## config.mk

```make
export PLATFORM = sky130hd
export DESIGN_NAME = dmem_arbiter
export DESIGN_NICKNAME = d
export VERILOG_FILES = /design/src/rtl/curveball_pkg.sv /design/src/rtl/dmem_arbiter.sv
export SDC_FILE = /design/constraint.sdc
export NUM_CORES = 1
export LEC_CHECK = 0
export ABC_AREA = 1
export CORE_ASPECT_RATIO = 0.6
export CORE_UTILIZATION = 24
export CTS_CLUSTER_DIAMETER = 80
export CTS_CLUSTER_SIZE = 30
export DETAILED_ROUTE_END_ITERATION = 7
export PLACE_DENSITY_LB_ADDON = 0.2
export SYNTH_ARGS = -nofsm -noshare
export SYNTH_HDL_FRONTEND = slang
export SYNTH_SLANG_ARGS = --single-unit
```

## constraint.sdc

```tcl
create_clock -name clk -period 1.7 [get_ports clk]
set_input_delay 0.425 -clock clk [delete_from_list [all_inputs] [get_ports clk]]
set_output_delay 0.425 -clock clk [all_outputs]
set_load 0.03 [all_outputs]
```

## src/rtl/curveball_pkg.sv

```systemverilog
// Shared data-memory constants and the read-return owner encoding.
package curveball_pkg;

    localparam int DMEM_ADDR_W       = 14;
    localparam int DMEM_DATA_W       = 16;
    localparam int CPU_BURST_MAX_DEF = 4;

    typedef enum logic [1:0] {
        OWN_NONE = 2'd0,
        OWN_CPU  = 2'd1,
        OWN_GFX  = 2'd2
    } owner_t;

endpackage

```

## src/rtl/dmem_arbiter.sv

```systemverilog
// Two-port (CPU / GFX) arbiter onto one single-port data SRAM.
// Same-cycle grant, 1-cycle read return; CPU priority bounded by a starvation counter.
module dmem_arbiter
    import curveball_pkg::*;
#(
    parameter int ADDR_W        = DMEM_ADDR_W,
    parameter int DATA_W        = DMEM_DATA_W,
    parameter int CPU_BURST_MAX = CPU_BURST_MAX_DEF
) (
    input  logic              clk,
    input  logic              rst,

    input  logic              cpu_req,
    input  logic              cpu_we,
    input  logic [ADDR_W-1:0] cpu_addr,
    input  logic [DATA_W-1:0] cpu_wdata,
    output logic              cpu_gnt,
    output logic              cpu_stall,
    output logic              cpu_rvalid,
    output logic [DATA_W-1:0] cpu_rdata,

    input  logic              gfx_req,
    input  logic              gfx_we,
    input  logic [ADDR_W-1:0] gfx_addr,
    input  logic [DATA_W-1:0] gfx_wdata,
    output logic              gfx_gnt,
    output logic              gfx_rvalid,
    output logic [DATA_W-1:0] gfx_rdata,

    output logic              mem_en,
    output logic              mem_we,
    output logic [ADDR_W-1:0] mem_addr,
    output logic [DATA_W-1:0] mem_wdata,
    input  logic [DATA_W-1:0] mem_rdata
);

    localparam int              CNT_W   = $clog2(CPU_BURST_MAX + 1);
    localparam logic [CNT_W-1:0] CNT_MAX = CNT_W'(CPU_BURST_MAX);

    logic [CNT_W-1:0] starve_cnt, starve_nxt;
    owner_t           owner, owner_nxt;

    always_ff @(posedge clk or posedge rst) begin
        if (rst) begin
            starve_cnt <= '0;
            owner      <= OWN_NONE;
        end else begin
            starve_cnt <= starve_nxt;
            owner      <= owner_nxt;
        end
    end

    always_comb begin
        cpu_gnt    = 1'b0;
        gfx_gnt    = 1'b0;
        starve_nxt = '0;
        owner_nxt  = OWN_NONE;
        mem_we     = 1'b0;
        mem_addr   = '0;
        mem_wdata  = '0;

        // Grants are forced low while reset is held, not just the state.
        if (!rst) begin
            if (cpu_req && (!gfx_req || starve_cnt != CNT_MAX))
                cpu_gnt = 1'b1;
            else if (gfx_req)
                gfx_gnt = 1'b1;
        end

        if (cpu_gnt) begin
            mem_we    = cpu_we;
            mem_addr  = cpu_addr;
            mem_wdata = cpu_wdata;
            owner_nxt = cpu_we ? OWN_NONE : OWN_CPU;
        end else if (gfx_gnt) begin
            mem_we    = gfx_we;
            mem_addr  = gfx_addr;
            mem_wdata = gfx_wdata;
            owner_nxt = gfx_we ? OWN_NONE : OWN_GFX;
        end

        // Counts CPU wins while GFX is waiting; any GFX win or GFX idle resets it.
        if (gfx_req && cpu_gnt)
            starve_nxt = (starve_cnt == CNT_MAX) ? CNT_MAX : starve_cnt + CNT_W'(1);
    end

    assign mem_en     = cpu_gnt | gfx_gnt;
    assign cpu_stall  = cpu_req & ~cpu_gnt & ~rst;

    assign cpu_rvalid = (owner == OWN_CPU);
    assign gfx_rvalid = (owner == OWN_GFX);
    assign cpu_rdata  = cpu_rvalid ? mem_rdata : '0;
    assign gfx_rdata  = gfx_rvalid ? mem_rdata : '0;

endmodule
```

==> metrics.txt, run 1 <==
outcome=finished, violations left; failing checks=negative setup slack; Ports=151; Netlist Area Pre-Place=0.001018 mm2; DRT iter0 DRCs=113; r2r endpoint=starve_cnt[2]; Final Cycle Share=117.1%; Relative slew margins=78.36%; IO buf count=150; top area cells in the synthesized netlist=nand3_1 (31%), nand2_1 (15%), nor2_1 (13%); area share of the largest cell type after synthesis=30.96%; crit path from=starve_cnt[0]; peak supply drop=around 0.00019 V; CTS buffer count=3; Post-CTS Hold Fix Bufs=0; Slew Limit Fails=0; Synth Instances=197; Min-Delay Path Class=input pin to async pin; Layout Nets=~450; GRT Overall Usage=roughly 25%; Power, Total=1148 uW; max-cap violations=0; Ys Warns=0; clock root cell=clkbuf_8; Clk Latency, worst-skew pair=0.24 ns; Post-Place Setup Slack=-0.4053 ns; worst endpoint data arrival time=around 1.6 ns; dpl hpwl=between 3000 and 4000 um; vias after detailed routing=2049; core area=0.003871 mm2; final setup vio count=59; vias per cell=4.833; Sink Count=5; ant diodes=0; Final Skew=between 0.01 and 0.015 ns; FF+latch count, synth=5; reg2reg path depth=9; total iterations of the first detailed-routing run=4; Worst R2R Setup Slack=a little over 0.3 ns; floorplan row count=17; Synth area leader=nand3_1; global route overflow=0; Die Span Y=52.46 um; critical path class=register to output port; Lkg Pwr=0.001583 uW; synth-to-layout area growth=226.2%; Post-route DRC=0; share of post-route cells with drive strength above 1=a little under half; gpl congestion=0.7938; TritonCTS clock tree=done; startpoint class of the critical path=register; FF-to-FF Start=starve_cnt[0]; Starting Density=a little over a quarter; Final Hold Vio Count=0; largest net degree at the start of global routing=23; min Tclk post-route=1.990 ns; Max Fclk=0.5024 GHz; Avg Inst Size Synth=5.170 um2; Cell variety after synth=14; global-route wire length before repair=8694 um; clk slew on worst S/H paths=0.04 ns; Slew @ Worst Pin=0.3259 ns; Critical Path End=mem_addr[7]; worst setup slack after layout=-0.2904 ns; worst-case clock buffer depth=2; Seq/Total Area, Yosys=12.29%; CP Capture Type=output port; Req. time, crit path=1.27 ns; RSZ-0062 raised after global routing=yes; DR WL/cell=~17 um; vias in the first global route=1956; Die ar.=between 0.004 and 0.005 mm2; Pwr Density=345.7 mW/mm2; Syn Nets=281; DRT antenna net count=0; die width=approximately 86 um; H-tree depth=1; routed wire length=7022 um; CP max FO=6; initial antenna violation count=0
[per-layer routing]
metal	up-vias	wire, um	global-route usage, %
li1	962	-	-
met1	936	2568	23.81
met2	128	3617	51.98
met3	23	608	7.087
met4	0	229	8.611
met5	-	0	0
[Yosys cell counts]
library cell	count
inv_2	2
nor2_1	36
nand3_1	63
inv_1	28
nand2_1	40
buf_6	3
dfrtp_1	5
ha_1	2
buf_4	3
nor3_1	3
nand2_4	1
nand3_2	1
nor2_4	2
buf_2	8
[worst max-delay path: stages (launching register included)]
cell and delay, ns:
dfrtp_1 0.40, inv_2 0.08, ha_4 0.17, nand3_4 0.14, buf_6 0.19, nand3_1 0.09, nand2_1 0.11, buf_6 0.16
[layout make-up]
| cell class | instances | area (um2) |
|---|---|---|
| Timing Repair Buffer | 180 | 1952 |
| Multi-Input combinational cell | 148 | 1012 |
| Fill cell | 205 | 549.3 |
| Sequential cell | 5 | 125.1 |
| Inverter | 30 | 116.4 |
| Tap cell | 57 | 71.32 |
| Clock buffer | 4 | 45.04 |
[metrics by stage]
| stage | TNS, ns | hold WS, ns | utilization [%] | cell area, um2 | cells |
|---|---|---|---|---|---|
| after CTS | -7.752 | 0.4678 | 81.12 | 3141 | 420 |
| after global placement | -12.51 | 0.5200 | 65.90 | 2551 | 406 |
| after global routing | -13.96 | 0.5042 | 85.81 | 3322 | 424 |
| final | -11.15 | 0.4904 | 85.81 | 3322 | 424 |
| after floorplan | 0 | 0.2117 | - | 1062 | 197 |
| after detailed placement | -12.87 | 0.5543 | 65.90 | 2551 | 406 |
[registers in the layout (all words and copies together), names as in the netlist]
register / cells
starve_cnt: 3
owner: 2
[placed cells by master, fill, tap and decap left out, types with 14 or more instances in the layout]
master and n:
buf_4 24, nand2_1 28, clkdlybuf4s50_1 78, nor2_1 14, inv_1 20, buf_6 62
nor2_4 20, nand3_1 45, nand3_2 17
[worst min path at each step]
stage,start,to
floorplan,rst,owner[0]
global placement,starve_cnt[0],starve_cnt[0]
detailed placement,starve_cnt[0],starve_cnt[0]
CTS,rst,starve_cnt[0]
global route,rst,owner[1]
finish,rst,owner[1]
[timing repair]
action	in CTS	in global routing
pin swaps	6	14
cloned	3	1
gates resized for setup	113	37
endpoints found under the setup margin	52	64
buffers inserted	7	3
[power by group]
part | leakage, uW | switching (uW) | internal (uW)
clock network | 0.0000228 | 82.4 | 163
logic | 0.00149 | 374 | 405
registers | 0.0000686 | 2.54 | 122
[logic make-up after synthesis]
kind of cell               share of synthesized area, %
and+or+nand+nor                                   64.74
DFF                                               12.29
buffers and inverters                             20.52
adders and majority gates                         2.457
(Power assumes the default switching activity.)
==> run 2, diff against run 1 <==
- GPL_TIMING_DRIVEN: not set -> 0
==> run 2 against run 1 <==
  * The run still ends with negative setup slack left
  * Setup slack improved by 0.072 ns
  * First-iteration DRC count decreased by 56%
  * Die area unchanged
  * Clock power decreased by 8.2%
  * Sequential cell count unchanged
  * Critical endpoint is now mem_addr[2]
  * Largest cell class unchanged
  * Largest power group unchanged
==> metrics.txt, run 2 (synthesis gave the netlist of run 1 again) <==
outcome=finished, violations left (unchanged); failing checks=negative setup slack (unchanged); worst setup slack after layout=-0.2188 ns (was -0.2904 ns); Relative slew margins=80.02% (was 78.36%); Max Fclk=0.5211 GHz (was 0.5024 GHz); startpoint class of the critical path=register (unchanged); Die Span Y=52.46 um (unchanged); Min-Delay Path Class=input pin to async pin (unchanged); most common cell after layout, fill and taps aside=clkdlybuf4s50_1 (unchanged); Post-route DRC=0 (unchanged); vias per cell=4.752 (was 4.833); largest net degree at the start of global routing=11 (was 23); routed wire length=5840 um (was 7022 um); ant diodes=0 (unchanged); CP Capture Type=output port (unchanged); clock root cell=clkbuf_8 (unchanged); global-route wire length before repair=8673 um (was 8694 um); max-cap violations=0 (unchanged); fillers=299 (was 205); Post-CTS Hold Fix Bufs=0 (unchanged); GR Util met1=26.80% (was 23.81%); final core occ=77.18% (was 85.81%); slowest CP cell=dfrtp_1 (unchanged); Die ar.=0.004517 mm2 (unchanged); share of post-route cells with drive strength above 1=40.44% (was 46.59%); worst-case clock buffer depth=2 (unchanged); Final Cycle Share=112.9% (was 117.1%); Final Hold Vio Count=0 (unchanged); DRT antenna net count=0 (unchanged); Critical Path Max Stage Delay=0.38 ns (was 0.40 ns); Lkg Pwr=0.001536 uW (was 0.001583 uW); gpl congestion=0.7583 (was 0.7938); FF/Latch Area=125.1 um2 (unchanged); peak supply drop=0.0001747 V (was 0.0001862 V); min Tclk post-route=1.919 ns (was 1.990 ns); placed inst area=0.002635 mm2 (was 0.002551 mm2); Slew @ Worst Pin=0.3009 ns (was 0.3259 ns); CTS buffer count=3 (unchanged); Sink Count=5 (unchanged); Most flops, register=starve_cnt (unchanged); Final Skew=0.001403 ns (was 0.01080 ns); most frequent cells in the layout=clkdlybuf4s50_1 (78), buf_6 (55), nand3_1 (48) (was clkdlybuf4s50_1 (78), buf_6 (62), nand3_1 (45)); initial antenna violation count=0 (unchanged); Layout Nets=451 (was 452); DRT iter0 DRCs=50 (was 113); clk slew on worst S/H paths=0.04 ns (about the same); CP most frequent cell=buf_6 (unchanged); footprint of the multi-input gates=888.4 um2 (was 0.001012 mm2); die width=86.10 um (unchanged); GR peak layer=met2 (unchanged); Starting Density=26.31% (unchanged); total iterations of the first detailed-routing run=4 (unchanged); GRT Overall Usage=24.94% (was 24.97%); dpl cells=404 (was 406); CP top delay family=buffers and inverters (unchanged); Ports=151 (unchanged); CP max FO=10 (was 6); final instance area=0.002988 mm2 (was 0.003322 mm2); Worst R2R Setup Slack=0.43 ns (was 0.31 ns); H-tree depth=1 (unchanged); Clk Latency, worst-skew pair=0.23 ns (was 0.24 ns); IO buf count=150 (unchanged); met3 Track Usage GR=8.661% (was 7.087%); dpl hpwl=4135 um (was 3922 um); critical path class=register to output port (unchanged); Largest register FFs=3 (unchanged); Slew Limit Fails=0 (unchanged); worst endpoint data arrival time=1.49 ns (was 1.57 ns); DR WL/cell=13.81 um (was 16.56 um); routing usage on met2=46.56% (was 51.98%); global route overflow=0 (unchanged); Pwr Density=349.3 mW/mm2 (was 345.7 mW/mm2); final setup vio count=35 (was 59); worst path cell trace=inv_2 -> ha_4 -> nand3_4 -> buf_6 -> nand3_1 -> nand2_2 -> buf_6 (was inv_2 -> ha_4 -> nand3_4 -> buf_6 -> nand3_1 -> nand2_1 -> buf_6); synth-to-layout area growth=193.4% (was 226.2%); Req. time, crit path=1.27 ns (about the same); WP buf/inv=3 (unchanged); post-layout instance count excluding filler cells=423 (was 424); largest registers=starve_cnt x3, owner x2 (unchanged); core area=0.003871 mm2 (unchanged); RSZ-0062 raised after global routing=yes (unchanged); floorplan row count=17 (unchanged); setup TNS=-6.479 ns (was -11.15 ns); vias in the first global route=1864 (was 1956); vias after detailed routing=2010 (was 2049); TritonCTS clock tree=done (unchanged)
-- run 2: cell type report --
cell class | instances | area share (%)
plain buffers | 14 | 5.570
clock buffers | 4 | 1.508
inverters | 30 | 3.853
multi-input cells | 149 | 29.73
flip-flops and latches | 5 | 4.188
well taps | 57 | 2.387
repair buffers | 164 | 52.76
-- run 2: path summary, 6_finish.rpt --
check,start,endpoint,cells after the start
worst max-delay path,starve_cnt[0],mem_addr[2],7
worst min-delay path,rst,starve_cnt[1],2
worst max register to register,starve_cnt[0],starve_cnt[0],7
worst min register to register,starve_cnt[0],starve_cnt[0],2
max in group asynchronous,rst,owner[0],2
min in group clk,starve_cnt[0],starve_cnt[0],2
-- run 2: worst reg2reg max path, cell delays in order (launching register included) --
cell and delay [ns]:
dfrtp_1 0.36, inv_2 0.06, ha_4 0.18, nand2_4 0.12
nand2_8 0.09, buf_6 0.14, buf_4 0.12, nor3_1 0.13
-- run 2: repair_timing --
action | CTS | global route
resized for setup | 475 | 50
gates cloned | 7 | 1
pin swaps | 16 | 7
endpoints found under the setup margin | 69 | 58
setup buffers | 5 | 2
-- run 2: through the flow --
step           total power [uW]  setup slack, ns  hold WS (ns)
6_report                   1044          -0.2188        0.3031
5_1_grt                    1103          -0.2886        0.3283
4_1_cts                    1018          -0.1757        0.3087
3_5_place_dp              734.5           -1.033        0.4662
3_3_place_gp              728.6           -1.015        0.4628
2_1_floorplan             391.7          0.02409        0.2117
-- run 2: where the power goes --
part	internal, uW	total, uW	switching [uW]
clock network	161	225	64.0
registers	122	125	2.23
logic	361	694	332
-- run 2: layer usage --
layer  share of wire (%)  up-vias
met5                   0        -
li1                    -      963
met3                  10       11
met2                  51      105
met4                 1.5        0
met1                  38      931
==> run 3, diff against run 2 <==
- CORE_MARGIN: not set -> 2
- PLACE_DENSITY_LB_ADDON: 0.2 -> 0.1
- RECOVER_POWER: not set -> 50
==> run 3 against run 2 <==
  * The run still ends with negative setup slack left
  * First-iteration DRC count increased by 24%
  * Total power increased by 3.1%
  * Clock-buffer cell count unchanged
  * Critical path type unchanged
  * Clock skew about the same
  * Routed wire length increased by 5.8%
  * Setup slack got worse by 0.027 ns
  * Utilization increased by 1.1 points
  * Sequential power about the same
==> metrics.txt, run 3 (synthesis gave the netlist of run 1 again) <==
outcome=finished, violations left (unchanged); failing checks=negative setup slack (unchanged); die width=88.10 um (was 86.10 um); min Tclk post-route=1.946 ns (was 1.919 ns); Critical Path Max Stage Delay=0.37 ns (was 0.38 ns); IO buf count=150 (unchanged); Die Span Y=54.46 um (was 52.46 um); dpl hpwl=4008 um (was 4135 um); synth-to-layout area growth=214.9% (was 193.4%); initial antenna violation count=0 (unchanged); worst path cell trace=inv_2 -> ha_4 -> nand2_4 -> nand2_4 -> buf_12 -> buf_8 -> nand3_1 -> nand2_1 -> buf_6 (was inv_2 -> ha_4 -> nand3_4 -> buf_6 -> nand3_1 -> nand2_2 -> buf_6); critical path class=register to output port (unchanged); r2r endpoint=starve_cnt[0] (unchanged); core area=0.004099 mm2 (was 0.003871 mm2); DRT iter0 DRCs=62 (was 50); post-layout instance count excluding filler cells=431 (was 423); Layout Nets=456 (was 451); Relative slew margins=78.98% (was 80.02%); Critical Path End=mem_wdata[0] (was mem_addr[2]); clock root cell=clkbuf_8 (unchanged); vias per cell=4.534 (was 4.752); Req. time, crit path=1.27 ns (about the same); Ports=151 (unchanged); Final Skew=0.001228 ns (was 0.001403 ns); CP most frequent cell=nand2_4 (was buf_6); CP max FO=5 (was 10); Sink Count=5 (unchanged); startpoint class of the critical path=register (unchanged); peak supply drop=0.0001822 V (was 0.0001747 V); DRT antenna net count=0 (unchanged); FF-to-FF Start=starve_cnt[0] (unchanged); CTS buffer count=3 (unchanged); global-route wire length before repair=7962 um (was 8673 um); floorplan row count=18 (was 17); most frequent cells in the layout=clkdlybuf4s50_1 (78), buf_6 (49), nand3_1 (35) (was clkdlybuf4s50_1 (78), buf_6 (55), nand3_1 (48)); Lkg Pwr=0.001585 uW (was 0.001536 uW); GRT Overall Usage=21.18% (was 24.94%); setup TNS=-7.432 ns (was -6.479 ns); max-cap violations=0 (unchanged); DR WL/cell=14.34 um (was 13.81 um); Slew Limit Fails=0 (unchanged); largest registers=starve_cnt x3, owner x2 (unchanged); placed inst area=0.002639 mm2 (was 0.002635 mm2); Max Fclk=0.5140 GHz (was 0.5211 GHz); Min-Delay Path Class=input pin to async pin (unchanged); crit path from=starve_cnt[0] (unchanged); clk slew on worst S/H paths=0.04 ns (about the same); global route overflow=0 (unchanged); ant diodes=0 (unchanged); Starting Density=24.85% (was 26.31%); worst-case clock buffer depth=2 (unchanged); Final Cycle Share=114.4% (was 112.9%); final instance area=0.003207 mm2 (was 0.002988 mm2); fillers=311 (was 299); Pwr Density=335.6 mW/mm2 (was 349.3 mW/mm2); RSZ-0062 raised after global routing=yes (unchanged); slowest CP cell=dfrtp_1 (unchanged); Post-route DRC=0 (unchanged); largest net degree at the start of global routing=11 (unchanged); Largest register FFs=3 (unchanged); worst setup slack after layout=-0.2456 ns (was -0.2188 ns); Clk Latency, worst-skew pair=0.22 ns (was 0.23 ns); gpl congestion=0.7940 (was 0.7583); vias in the first global route=1727 (was 1864); share of post-route cells with drive strength above 1=51.21% (was 40.44%); routed wire length=6180 um (was 5840 um); Slew @ Worst Pin=0.3166 ns (was 0.3009 ns); TritonCTS clock tree=done (unchanged); H-tree depth=1 (unchanged); Die ar.=0.004798 mm2 (was 0.004517 mm2); final setup vio count=35 (unchanged); CP Capture Type=output port (unchanged); vias after detailed routing=1954 (was 2010); Most flops, register=starve_cnt (unchanged); worst endpoint data arrival time=1.52 ns (was 1.49 ns); total iterations of the first detailed-routing run=6 (was 4); dpl cells=407 (was 404); Final Hold Vio Count=0 (unchanged); Power, Total=1076 uW (was 1044 uW); Worst R2R Setup Slack=0.38 ns (was 0.43 ns); most common cell after layout, fill and taps aside=clkdlybuf4s50_1 (unchanged); reg2reg path depth=8 (was 7)
run 3: cell types whose count changed in the layout (fill, tap and decap cells not counted), sizes merged:
cell | before | now
clkbuf | 4 | 9
buf | 96 | 97
clkdlybuf4s15 | 3 | 2
run 3: per-stage QoR:
stage                     hold slack, ns  util [%]  worst slack (ns)
after floorplan                   0.2117         -           0.02409
after CTS                         0.3188     69.05           -0.2291
after global routing              0.3397     78.24           -0.3042
final                             0.3201     78.24           -0.2456
after detailed placement          0.4715     64.38            -1.052
after global placement            0.4574     64.38            -1.049
run 3: power breakdown:
part / switching, uW / leakage [uW] / internal, uW / total [uW]
clock: 60.2 / 0.0000228 / 161 / 221
sequential: 1.92 / 0.0000686 / 122 / 124
combinational: 354 / 0.00149 / 376 / 730
total: 417 / 0.00159 / 659 / 1080
run 3: how the worst min path moves through the flow:
stage                        startpoint       endpoint  slack [ns]  cells after the start
final                               rst  starve_cnt[0]        0.32                      2
after global routing                rst  starve_cnt[2]        0.34                      2
after CTS                           rst  starve_cnt[2]        0.32                      2
after detailed placement  starve_cnt[0]  starve_cnt[0]        0.47                      1
after global placement    starve_cnt[0]  starve_cnt[0]        0.46                      1
after floorplan                     rst       owner[0]        0.21                      1
run 3: critical path: cells and delay by family (launching register included):
kind / cells / cell delay [ns]
DFF: 1 / 0.37
buffers and inverters: 4 / 0.45
adders and majority gates: 1 / 0.17
and+or+nand+nor: 4 / 0.30
run 3: area by class of cell:
cell class                 instances  area, um2  area share, %
tap                               60      75.07          2.341
inverter                          30      115.1          3.590
clock buffer                       4      45.04          1.405
sequential                         5      125.1          3.902
timing repair buffer             169       1643          51.23
buffer                            14      173.9          5.423
multi-input combinational        149       1030          32.11
run 3: metal layers:
layer  vias to the layer above  GRT usage, %  routed length, um
li1                        972             -                  -
met1                       902         24.89               2550
met2                        72         40.28               3092
met3                         8         6.637                467
met4                         0         1.515                 69
met5                         -             0                  0
run 3: timing repair:
item,CTS,global route
setup buffers,7,6
resized for setup,469,99
endpoints found under the setup margin,69,57
pin swaps,12,30
hold buffers,0,0
cloned,5,2
